[src/rtl/seq_alu.sv]
// Execute-stage ALU: data-processing ops registered in 1 cycle; MUL/MLA via WIDTH-step shift-add, Done after WIDTH+1 cycles.
// Busy is high while a multiply iterates and Start is dropped (not queued) then; Start is accepted on the Done cycle.
module seq_alu #(
    parameter int WIDTH = 32,
    parameter int CNT_W = 6
) (
    input  logic             CLK,
    input  logic             Reset,
    input  logic             Start,
    input  logic             Mode,
    input  logic [3:0]       ALUControl,
    input  logic [WIDTH-1:0] Src_A,
    input  logic [WIDTH-1:0] Src_B,
    input  logic [WIDTH-1:0] Src_Acc,
    input  logic             C_in,
    output logic             Busy,
    output logic             Done,
    output logic [WIDTH-1:0] ALUResult,
    output logic [3:0]       ALUFlags
);

    typedef enum logic {S_IDLE, S_MUL} state_t;

    state_t           state_q;
    logic [WIDTH-1:0] mcand_q, mplier_q, acc_q;
    logic [CNT_W-1:0] cnt_q;
    logic             busy_q, done_q;
    logic [WIDTH-1:0] result_q;
    logic [3:0]       flags_q;

    logic [WIDTH-1:0] add_x, add_y;
    logic             add_cin, arith;
    logic [WIDTH:0]   add_sum;
    logic [WIDTH-1:0] dp_res_d;
    logic [3:0]       dp_flags_d;
    logic [WIDTH-1:0] acc_d;
    logic             last_step;

    // Every arithmetic op is one shared adder; subtraction is X + ~Y + cin.
    always_comb begin
        add_x   = Src_A;
        add_y   = Src_B;
        add_cin = 1'b0;
        arith   = 1'b0;
        case (ALUControl)
            4'b0010, 4'b1010: begin add_y = ~Src_B; add_cin = 1'b1; arith = 1'b1; end
            4'b0011:          begin add_x = Src_B; add_y = ~Src_A; add_cin = 1'b1; arith = 1'b1; end
            4'b0100, 4'b1011: begin arith = 1'b1; end
            4'b0101:          begin add_cin = C_in; arith = 1'b1; end
            4'b0110:          begin add_y = ~Src_B; add_cin = C_in; arith = 1'b1; end
            4'b0111:          begin add_x = Src_B; add_y = ~Src_A; add_cin = C_in; arith = 1'b1; end
            default:          ;
        endcase
        add_sum = {1'b0, add_x} + {1'b0, add_y} + {{WIDTH{1'b0}}, add_cin};

        case (ALUControl)
            4'b0000, 4'b1000: dp_res_d = Src_A & Src_B;
            4'b0001, 4'b1001: dp_res_d = Src_A ^ Src_B;
            4'b1100:          dp_res_d = Src_A | Src_B;
            4'b1101:          dp_res_d = Src_B;
            4'b1110:          dp_res_d = Src_A & ~Src_B;
            4'b1111:          dp_res_d = ~Src_B;
            default:          dp_res_d = add_sum[WIDTH-1:0];
        endcase

        dp_flags_d[3] = dp_res_d[WIDTH-1];
        dp_flags_d[2] = (dp_res_d == '0);
        dp_flags_d[1] = arith & add_sum[WIDTH];
        dp_flags_d[0] = arith & (add_x[WIDTH-1] == add_y[WIDTH-1])
                              & (add_sum[WIDTH-1] != add_x[WIDTH-1]);
    end

    always_comb begin
        acc_d     = acc_q + (mplier_q[0] ? mcand_q : '0);
        last_step = (cnt_q == CNT_W'(WIDTH - 1));
    end

    always_ff @(posedge CLK) begin
        if (Reset) begin
            state_q  <= S_IDLE;
            mcand_q  <= '0;
            mplier_q <= '0;
            acc_q    <= '0;
            cnt_q    <= '0;
            busy_q   <= 1'b0;
            done_q   <= 1'b0;
            result_q <= '0;
            flags_q  <= '0;
        end else begin
            done_q <= 1'b0;
            case (state_q)
                S_IDLE: begin
                    if (Start && !Mode) begin
                        result_q <= dp_res_d;
                        flags_q  <= dp_flags_d;
                        done_q   <= 1'b1;
                    end else if (Start && Mode) begin
                        mcand_q  <= Src_A;
                        mplier_q <= Src_B;
                        acc_q    <= ALUControl[0] ? Src_Acc : '0;
                        cnt_q    <= '0;
                        busy_q   <= 1'b1;
                        state_q  <= S_MUL;
                    end
                end
                S_MUL: begin
                    acc_q    <= acc_d;
                    mcand_q  <= mcand_q << 1;
                    mplier_q <= mplier_q >> 1;
                    cnt_q    <= cnt_q + CNT_W'(1);
                    // The final step writes the result directly so Done follows Busy with no gap.
                    if (last_step) begin
                        result_q <= acc_d;
                        flags_q  <= {acc_d[WIDTH-1], (acc_d == '0), 2'b00};
                        done_q   <= 1'b1;
                        busy_q   <= 1'b0;
                        state_q  <= S_IDLE;
                    end
                end
                default: state_q <= S_IDLE;
            endcase
        end
    end

    assign Busy      = busy_q;
    assign Done      = done_q;
    assign ALUResult = result_q;
    assign ALUFlags  = flags_q;

endmodule
[config.mk]
export PLATFORM = sky130hd
export DESIGN_NAME = seq_alu
export DESIGN_NICKNAME = d
export VERILOG_FILES = /design/src/rtl/seq_alu.sv
export SDC_FILE = /design/constraint.sdc
export NUM_CORES = 1
export LEC_CHECK = 0
export ABC_AREA = 1
export CAP_MARGIN = 10
export CORE_ASPECT_RATIO = 0.5
export CORE_MARGIN = 4
export CORE_UTILIZATION = 25
export DETAILED_ROUTE_END_ITERATION = 10
export PLACE_DENSITY_LB_ADDON = 0.2
export SLEW_MARGIN = 25
export SYNTH_ARGS = -nofsm -noshare
export SYNTH_HDL_FRONTEND = slang
export SYNTH_SLANG_ARGS = --single-unit
[constraint.sdc]
create_clock -name CLK -period 4.1 [get_ports CLK]
set_input_delay 0.41 -clock CLK [delete_from_list [all_inputs] [get_ports CLK]]
set_output_delay 0.41 -clock CLK [all_outputs]
set_load 0.005 [all_outputs]
Word level (Yosys, flattened, before mapping)
Cells that the tools add are included. W data, S select, Z words.

Logic and storage cells: 97. Bits of input ports: 105. Register bits: 141.

Reduce and logical (&&, ||, !) cells: 16. Add/subtract/negate cells: 4. Equality and inequality tests: 22. Bitwise operators: 10. Multiplexer cells: 36.

Operators with widths (number): $mux W32 (11); $pmux W32 S2 (5); $pmux W32 S6 (1); $and A32 B32 Y32 (2); $logic_not A32 Y1 (2); $not A32 Y32 (2); $add A32 B32 Y33 (1); $add A33 B1 Y33 (1); $add A32 B32 Y32 (1); $eq A4 B4 Y1 const B (8); $or A32 B32 Y32 (1); $xor A32 B32 Y32 (1); $eq A4 B3 Y1 const B (4); $mux W6 (2); $pmux W6 S2 (1); $mux W1 (9); $reduce_or A3 Y1 (3); $eq A4 B2 Y1 const B (2); $mux W4 (2); $pmux W1 S2 (4); $pmux W4 S2 (1); $reduce_or A8 Y1 (1); $add A6 B1 Y6 const B (1); $eq A6 B5 Y1 const B (1); 13 further kinds (21).

Depth between registers and ports, before layout
Gate-level depths: netlist (run 1).

Word-level depth: 9. Gate-level depth with buffers: 29. Depth with buffers taken out: 27.

Worst setup path before layout (run 1)
Ideal clock, no wire load.

Path kind: input-to-reg. Start: input port ALUControl[1]. End: register flags_q[2], in the netlist ALUFlags[2]. Arrival time: 3192 ps. Data required time: 4044 ps. Library setup time: 56 ps. Path slack: 852 ps. Cell stages on the path: 26. Path through: nand2_1 -> nor2_1 -> clkbuf_1 -> clkbuf_1 -> o21ai_0 -> fa_1 -> inv_1 -> fa_1 -> nand2_1 -> nand2_1 -> nand3_1 -> nand2_1 -> nand2_1 -> nand2_1 -> nand2_1 -> nand2_1 -> nand2_1 -> nand3_1 -> nand2_1 -> nor2_1 -> nand2_1 -> nor2_1 -> nand3_1 -> nand3_1 -> nand2_1 -> inv_1.

Cells in the longest elaborated chain, start to end: 9. Elaborated cells between the ends (all ways): 29. Classes of those cells: add/sub: 2; eq/ne: 13; mux: 6; reduce/logical: 8.

RTL lines: from (decl) (line 11) `input logic [3:0] ALUControl,`; $eq A4 B3 Y1, or another cell as far along (line 45) `case (ALUControl)`; $reduce_or A3 Y1 (no line) or $reduce_or A2 Y1 (tied branches); $pmux W32 S2 or $mux W32 (tied branches) (line 45); $add A32 B32 Y33 (line 54) `add_sum = {1'b0, add_x} + {1'b0, add_y} + {{WIDTH{1'b0}}, add_cin};`; $add A33 B1 Y33 (line 54); $pmux W32 S6 * (line 56) `case (ALUControl)`; $logic_not A32 Y1 * (line 67) `dp_flags_d[2] = (dp_res_d == '0);`; $mux W4 * (line 93) `if (Start && !Mode) begin`; $pmux W4 S2 * (line 91) `case (state_q)`; to (signal assigned) (line 95) `flags_q <= dp_flags_d;`; to (signal assigned) (line 114) `flags_q <= {acc_d[WIDTH-1], (acc_d == '0), 2'b00};`; to (decl) (line 29) `logic [3:0] flags_q;`.

Every way passes the cells marked *; elsewhere a longest branch is shown, timed or not. The select of a mux whose other input is x is not followed. A chain may end at the register's enable or synchronous reset.

Worst setup path in the final report (run 1)
Ends and elaborated chain as after synthesis.

==> results.cfg, run 1 <==
[clock_tree]
clk_pin_slew_ps = 70
ctsResizeCount = 0
clock_sinks = 140
postCtsSetupRepairBufs = 0
tritoncts = yes
cts_hold_buf = 0
cts-root-buf = clkbuf_16
cts_max_level = 4
cts_buffers = 17
clock_latency_ps = 460
cts_buffer_depth = 2

[sta]
fin_crit_sh_pct = 86.8
rsz0062_at_grt = no
max_freq_ghz = 0.281
finalCriticalPeriod_ps = 3560
drv_slew = 0
setup_ws_ps = 543
hold_viol = 0
finalClockSkew_ps = 21.1
slew-limit-headroom_pct = 46.6
hold_slack_ps = 379
finalSetupTns_ps = 0
tightest_slew_ps = 801
setup_viol = 0

[die]
rows = 60
start_util_pct = 25.3
ios = 143
core_area_um2 = 53800
design.die.area_um2 = 58400
die_x_um = 338
die_h_um = 173

[route]
drt_iter0_drc = 1405
finalWirelength_um = 60900
wl_per_cell_um = 18.7
ant_nets = 0
num_vias = 16000
firstDrtPassIters = 6
route.detailed.drc = 0
via_per_inst = 4.91

[yosys]
synth-seq-cells = 140
async_reset_ff_share_pct = 0
synth_edf_count = 0
syn_avg_cell_area_um2 = 5.68
ys_seq_area_share_pct = 20.6
yosysWarnings = 0
synth_fp_nets = 2598
ys.flop_type = dfxtp_1
syn_area_um2 = 13600
netlist-cell-type-count = 45
synth_cells = 2395

[critical_path]
worstPathRequired_ps = 4500
endpoint_kind = register
cp_num_buf_inv = 5
max_stage_delay_ps = 500
worstPathMaxFanout = 31
crit_family = simple AND/OR/NAND/NOR gates
cp_slowest_cell = clkdlybuf4s50_1
crit_top_cell = nand2_1
worstSetupStartpointType = primary input
worstPathArrival_ps = 3960
critPathKind = primary input to register

[run_status]
outcome = finished, final reports clean

[finish]
final_area_um2 = 16800
final_cell_mix = 949 x nand2_1, 315 x inv_1, 146 x nor2_1
area_delta_synth_final_pct = 23.2
drive_above_1_share_pct = 5.22
num_antenna_cells = 0
layout.cells.most_common = nand2_1
fin_cells = 3260
nNetsFinal = 2737
fin_util_pct = 31.2

[flow_run]
maxCapViolCount = 0

[worst_hold_path]
worst_hold_path_type = primary input to register

[global_route]
grt_usage_pct = 20.5
grt_pass1_vias = 14900
grt_start_max_net_pins = 63
grt_pass1_wl_um = 92600
overflow = 0
antenna_found_initial = 1

[placed_design]
gp_congestion = 0.941
dp_cells = 3228
port_buffers = 142
post-place-ws_ps = 159
dpl-instance-area_um2 = 16100
dp_hpwl_um = 48500

[power]
leakage_nw = 7.94
p_total_mw = 4.95
ir_drop_mv = 0.253
power_density_nw_per_um2 = 295
## layer usage
metal	routed length, um	global-route usage (%)	vias to the layer above	part of all wire, %
met5	12	0	-	0.020
met4	933	3.85	2	1.5
met3	4050	3.55	51	6.6
met2	25600	30.8	483	42
met1	30300	30.6	7417	50
li1	-	-	8066	-
## where the power goes
part	internal, mW	switching [mW]
logic	0.624	1.08
registers	1.44	0.0547
clock network	0.983	0.764
total	3.04	1.90
## sequential cells by signal, summed over array words and instances (netlist names)
| name | flops |
|---|---|
| mcand_q | 32 |
| acc_q | 32 |
| cnt_q | 6 |
| state_q | 1 |
| mplier_q | 32 |
| ALUFlags | 3 |
| Busy | 1 |
| Done | 1 |
| ALUResult | 32 |
## cells in the mapped netlist, types with 19 or more instances
cell type | number | area share [%]
o211ai_1 | 19 | 1.0
nand3b_1 | 25 | 1.4
ha_1 | 95 | 8.7
nor2_1 | 150 | 4.1
a31oi_1 | 114 | 5.2
inv_1 | 316 | 8.7
o21ai_0 | 112 | 4.1
clkbuf_1 | 69 | 1.9
dfxtp_1 | 140 | 21
nand2_1 | 950 | 26
nand4_1 | 19 | 0.87
nand3_1 | 143 | 5.3
a21oi_1 | 90 | 3.3
o221ai_1 | 31 | 2.0
## cell type report
| cell class | count | area [um^2] |
|---|---|---|
| fill | 6088 | 37000 |
| multi-input combinational | 1839 | 9200 |
| sequential | 140 | 2810 |
| timing repair buffer | 215 | 2030 |
| inverter | 321 | 1210 |
| tap | 713 | 892 |
| clock buffer | 17 | 425 |
| clock inverter | 15 | 205 |
## logic make-up (layout without fill, tap and decap cells)
| logic type | Yosys count | count (layout) | synth area share (%) |
|---|---|---|---|
| simple gates | 1330 | 1330 | 39.9 |
| compound gates | 400 | 400 | 17.6 |
| buf+inv | 416 | 568 | 12.0 |
| fa+ha+maj | 98 | 98 | 9.18 |
| flops | 140 | 140 | 20.6 |
| xor+xnor | 11 | 11 | 0.708 |
## path summary, 6_finish.rpt
| check | start | slack [ps] | cells after the start | end |
|---|---|---|---|---|
| worst max-delay path | ALUControl[1] | 540 | 25 | ALUFlags[2]$_SDFFE_PP0P_ |
| worst max register to register | mplier_q[0]$_SDFFE_PP0P_ | 800 | 18 | ALUFlags[2]$_SDFFE_PP0P_ |
| worst min-delay path | Reset | 380 | 2 | Done$_SDFF_PP0_ |
| worst min register to register | ALUFlags[0]$_SDFFE_PP0P_ | 470 | 2 | ALUFlags[0]$_SDFFE_PP0P_ |
No activity file was read; power rests on OpenSTA's default activity.
==> run 2: changes to the inputs <==
--- a/config.mk
+++ b/config.mk
@@ -8,8 +8,9 @@
 export ABC_AREA = 1
 export CAP_MARGIN = 10
 export CORE_ASPECT_RATIO = 0.5
-export CORE_MARGIN = 4
+export CORE_MARGIN = 5
 export CORE_UTILIZATION = 25
+export CTS_CLUSTER_SIZE = 10
 export DETAILED_ROUTE_END_ITERATION = 10
 export PLACE_DENSITY_LB_ADDON = 0.2
 export SLEW_MARGIN = 25
==> results.cfg, run 2 (synthesized netlist as in run 1, its figures left out) <==
[run_status]
outcome = finished, final reports clean

[sta]
fin_crit_sh_pct = 85.4
finalSetupTns_ps = 0
finalCriticalPeriod_ps = 3500
hold_slack_ps = 371
max_freq_ghz = 0.286
hold_viol = 0
finalClockSkew_ps = 24.0
tightest_slew_ps = 827
rsz0062_at_grt = no
setup_viol = 0
setup_ws_ps = 597
drv_slew = 0
slew-limit-headroom_pct = 44.9

[route]
via_per_inst = 4.88
route.detailed.drc = 0
firstDrtPassIters = 5
finalWirelength_um = 60300
ant_nets = 0
wl_per_cell_um = 18.5
drt_iter0_drc = 1473
num_vias = 15900

[placed_design]
dpl-instance-area_um2 = 16200
dp_hpwl_um = 47600
gp_congestion = 0.933
dp_cells = 3231
post-place-ws_ps = 196
port_buffers = 142

[clock_tree]
cts_buffer_depth = 2
clock_sinks = 140
ctsResizeCount = 0
cts_buffers = 17
postCtsSetupRepairBufs = 0
clock_latency_ps = 460
clk_pin_slew_ps = 70
cts_hold_buf = 0
cts_max_level = 4
tritoncts = yes
cts-root-buf = clkbuf_16

[critical_path]
r2r-end = ALUFlags[2]$_SDFFE_PP0P_
worstSetupStartpointType = primary input
critPathKind = primary input to register
crit_top_cell = nand2_1
crit_start = ALUControl[0]
cp_slowest_cell = clkdlybuf4s50_1
endpoint_kind = register
r2r_cells = 20
reg2reg_from = mplier_q[0]$_SDFFE_PP0P_
max_stage_delay_ps = 510
worstPathMaxFanout = 5
r2r_slack_ps = 770
worstPathArrival_ps = 3900
endpoint = ALUFlags[2]$_SDFFE_PP0P_
worstPathRequired_ps = 4490

[global_route]
grt_pass1_wl_um = 91500
antenna_found_initial = 0
grt_usage_pct = 19.9
grt_start_max_net_pins = 91
overflow = 0
grt_pass1_vias = 15000

[power]
internal-power_mw = 2.87
p_total_mw = 4.77
swShare_pct = 39.9
p_comb_share_pct = 35.5
leakage_nw = 7.93
power_density_nw_per_um2 = 285
p_switching_mw = 1.90
seq_power_share_pct = 31.4
pwr-share-clk_pct = 33.1
ir_drop_mv = 0.276

[finish]
final_cell_mix = 949 x nand2_1, 316 x inv_1, 146 x nor2_1
layout.cells.most_common = nand2_1
fin_util_pct = 31.1
final_area_um2 = 16700
area_delta_synth_final_pct = 23.0
num-fill-cells = 6056
fin_cells = 3263
nNetsFinal = 2740
drive_above_1_share_pct = 5.29
num_antenna_cells = 0

[flow_run]
maxCapViolCount = 0

[die]
rows = 60
die_x_um = 340
design.die.area_um2 = 59500
core_area_um2 = 53800
ios = 143
die_h_um = 175
start_util_pct = 25.3

[worst_hold_path]
worst_hold_path_type = primary input to register
run 2: power by group through the flow:
stage	sequential, mW	clock, mW	combinational [mW]
5_1_grt	1.51	1.66	1.88
4_1_cts	1.50	1.61	1.68
6_report	1.50	1.58	1.69
2_1_floorplan	1.50	0	0.963
3_5_place_dp	1.53	0	1.67
3_3_place_gp	1.53	0	1.67
run 2: critical path, delay by kind of cell:
family | cells | cell delay [ps]
AOI/OAI and AO/OA | 2 | 240
adders and majority gates | 2 | 640
buffers and inverters | 4 | 810
and+or+nand+nor | 19 | 1770
run 2: metal layers:
layer	track usage, %	up-vias	share of wire, %
met1	29.2	7370	50
met2	30.1	412	42
met3	3.19	63	5.7
met5	0	-	0
li1	-	8088	-
met4	4.94	0	2.2
run 2: layout make-up:
| class | count | area (um^2) | share of cell area [%] |
|---|---|---|---|
| Clock buffer | 17 | 425 | 2.54 |
| Clock inverter | 15 | 136 | 0.815 |
| Inverter | 321 | 1210 | 7.22 |
| Multi-Input combinational cell | 1839 | 9200 | 55.0 |
| Sequential cell | 140 | 2810 | 16.8 |
| Tap cell | 713 | 892 | 5.33 |
| Timing Repair Buffer | 218 | 2060 | 12.3 |
run 2: worst min-delay path by stage:
| stage | from | to | depth (start not counted) |
|---|---|---|---|
| final | Reset | Done$_SDFF_PP0_ | 2 |
| after global routing | Reset | Done$_SDFF_PP0_ | 2 |
| after CTS | Reset | Done$_SDFF_PP0_ | 2 |
| after detailed placement | mplier_q[31]$_SDFFE_PP0P_ | mplier_q[31]$_SDFFE_PP0P_ | 2 |
| after global placement | mplier_q[31]$_SDFFE_PP0P_ | mplier_q[31]$_SDFFE_PP0P_ | 2 |
| after floorplan | mplier_q[31]$_SDFFE_PP0P_ | mplier_q[31]$_SDFFE_PP0P_ | 2 |
==> run 3: changes to the inputs <==
--- a/config.mk
+++ b/config.mk
@@ -9,7 +9,7 @@
 export CAP_MARGIN = 10
 export CORE_ASPECT_RATIO = 0.5
 export CORE_MARGIN = 5
-export CORE_UTILIZATION = 25
+export CORE_UTILIZATION = 55
 export CTS_CLUSTER_SIZE = 10
 export DETAILED_ROUTE_END_ITERATION = 10
 export PLACE_DENSITY_LB_ADDON = 0.2
==> constraint.sdc (replaced) <==
create_clock -name CLK -period 4.1 [get_ports CLK]
set_input_delay 0.615 -clock CLK [delete_from_list [all_inputs] [get_ports CLK]]
set_output_delay 0.615 -clock CLK [all_outputs]
set_load 0.005 [all_outputs]
==> results.cfg, run 3 (synthesized netlist as in run 1, its figures left out) <==
[die]
rows = 40
ios = 143
core_area_um2 = 24200
design.die.area_um2 = 28200
start_util_pct = 56.3
die_h_um = 121
die_x_um = 232

[finish]
layout.cells.most_common = nand2_1
nNetsFinal = 2806
area_delta_synth_final_pct = 23.2
final_cell_mix = 948 x nand2_1, 315 x inv_1, 145 x nor2_1
final-seq-area_um2 = 2810
final_area_um2 = 16800
num_antenna_cells = 0
drive_above_1_share_pct = 7.87
multi_input_area_um2 = 9220
num-fill-cells = 2289
fin_util_pct = 69.4

[placed_design]
port_buffers = 142
dp_hpwl_um = 42800
gp_congestion = 1.04
dpl-instance-area_um2 = 16200

[route]
drt_iter0_drc = 2041
drt-met1-wl_um = 24800
finalWirelength_um = 55100
num_vias = 17000
route.detailed.drc = 0
routed.top_layer = met5
firstDrtPassIters = 8
wl_met3_um = 7080
via_per_inst = 5.76
ant_nets = 0
wl_per_cell_um = 18.7
route.met2.wl_um = 21800

[critical_path]
worstPathRequired_ps = 4500
reg2reg_from = mplier_q[0]$_SDFFE_PP0P_
critPathKind = primary input to register
crit_start = ALUControl[1]
r2r_cells = 23
endpoint_kind = register
worstSetupStartpointType = primary input
worstPathMaxFanout = 20
r2r-end = ALUFlags[2]$_SDFFE_PP0P_
worstPathArrival_ps = 4270
endpoint = ALUFlags[2]$_SDFFE_PP0P_
r2r_slack_ps = 930

[global_route]
grt_usage_pct = 38.3
grt_start_max_net_pins = 91
overflow = 0
grt_pass1_wl_um = 84600
antenna_found_initial = 1
grt_pass1_vias = 15200

[sta]
drv_slew = 0
tightest_slew_ps = 1060
slew-limit-headroom_pct = 29.3
fin_crit_sh_pct = 94.5
setup_viol = 0
max_freq_ghz = 0.258
finalClockSkew_ps = 12.7
hold_slack_ps = 473
finalCriticalPeriod_ps = 3880
rsz0062_at_grt = no
hold_viol = 0

[clock_tree]
clock_latency_ps = 450
cts-root-buf = clkbuf_16
clock_sinks = 140
tritoncts = yes
clk_pin_slew_ps = 60
cts_hold_buf = 0
cts_buffers = 17
cts_max_level = 4
cts_buffer_depth = 2

[run_status]
outcome = finished, final reports clean

[power]
power_density_nw_per_um2 = 296
leakage_nw = 8.25
ir_drop_mv = 0.304

[worst_hold_path]
worst_hold_path_type = register to register

[flow_run]
maxCapViolCount = 0
==> run 3: changes by cell type in the layout (fill, tap and decap cells not counted), moves of 2 or more <==
cell      delta
o21ai_0      -2
buf_4       +68
inv_8        -3
clkinv_4     -2
buf_12       -2
inv_6        +4
==> run 3: cell type report <==
class / count / area share [%]
multi-input combinational: 1839 / 55.0
sequential: 140 / 16.7
timing repair buffer: 284 / 15.1
inverter: 321 / 7.20
clock buffer: 19 / 2.64
tap: 336 / 2.51
clock inverter: 13 / 0.769
==> run 3: where the power goes <==
| part | switching [mW] | internal, mW |
|---|---|---|
| clock network | 0.719 | 0.867 |
| logic | 1.13 | 0.746 |
| registers | 0.0587 | 1.44 |
==> run 3: stage by stage <==
step           worst slack [ps]  TNS [ps]  instances  power, mW
6_report                    224         0       2952       4.95
5_1_grt                   0.457         0       2952       5.17
4_1_cts                     305         0       2951       4.88
3_3_place_gp              -74.8     -84.8       2919       3.30
3_5_place_dp               -132      -311       2919       3.31
2_1_floorplan               647         0       2395       2.47
==> run 3: worst min-delay path by stage <==
stage	from	to	slack (ps)	cells past startpoint
final	mplier_q[31]$_SDFFE_PP0P_	mplier_q[31]$_SDFFE_PP0P_	470	2
after global routing	ALUFlags[1]$_SDFFE_PP0P_	ALUFlags[1]$_SDFFE_PP0P_	480	2
after CTS	ALUFlags[1]$_SDFFE_PP0P_	ALUFlags[1]$_SDFFE_PP0P_	470	2
after detailed placement	ALUFlags[1]$_SDFFE_PP0P_	ALUFlags[1]$_SDFFE_PP0P_	460	2
after global placement	ALUFlags[1]$_SDFFE_PP0P_	ALUFlags[1]$_SDFFE_PP0P_	450	2
after floorplan	mplier_q[31]$_SDFFE_PP0P_	mplier_q[31]$_SDFFE_PP0P_	440	2
==> run 3: critical path, cell delays in order <==
cell             delay [ps]
clkdlybuf4s50_1         520
nand2_1                 120
nor2_4                  200
inv_1                    80
buf_4                   220
o221ai_1                290
ha_1                    340
nand2_1                 150
inv_1                    50
a21oi_1                 260
nand2_1                 130
buf_4                   160
nand2_1                  70
nand2_1                  90
nand2_1                  90
nand3_1                  80
nand3_1                 100
nand2_1                  80
nor2_1                  110
nand2_1                  90
nor2_1                  120
nand3_1                 100
nand3_1                  80
nand2_1                  60
inv_1                    50
==> run 3: repair_timing <==
item,CTS,global route
buffers inserted,0,1
hold endpoints to repair,0,0
resized for setup,0,10
setup endpoints to repair,0,1
==> run 3: layer usage <==
layer	global-route usage [%]	up-vias
met1	56.2	7676
met4	9.92	2
li1	-	8218
met3	9.77	127
met2	55.7	975
met5	0	-
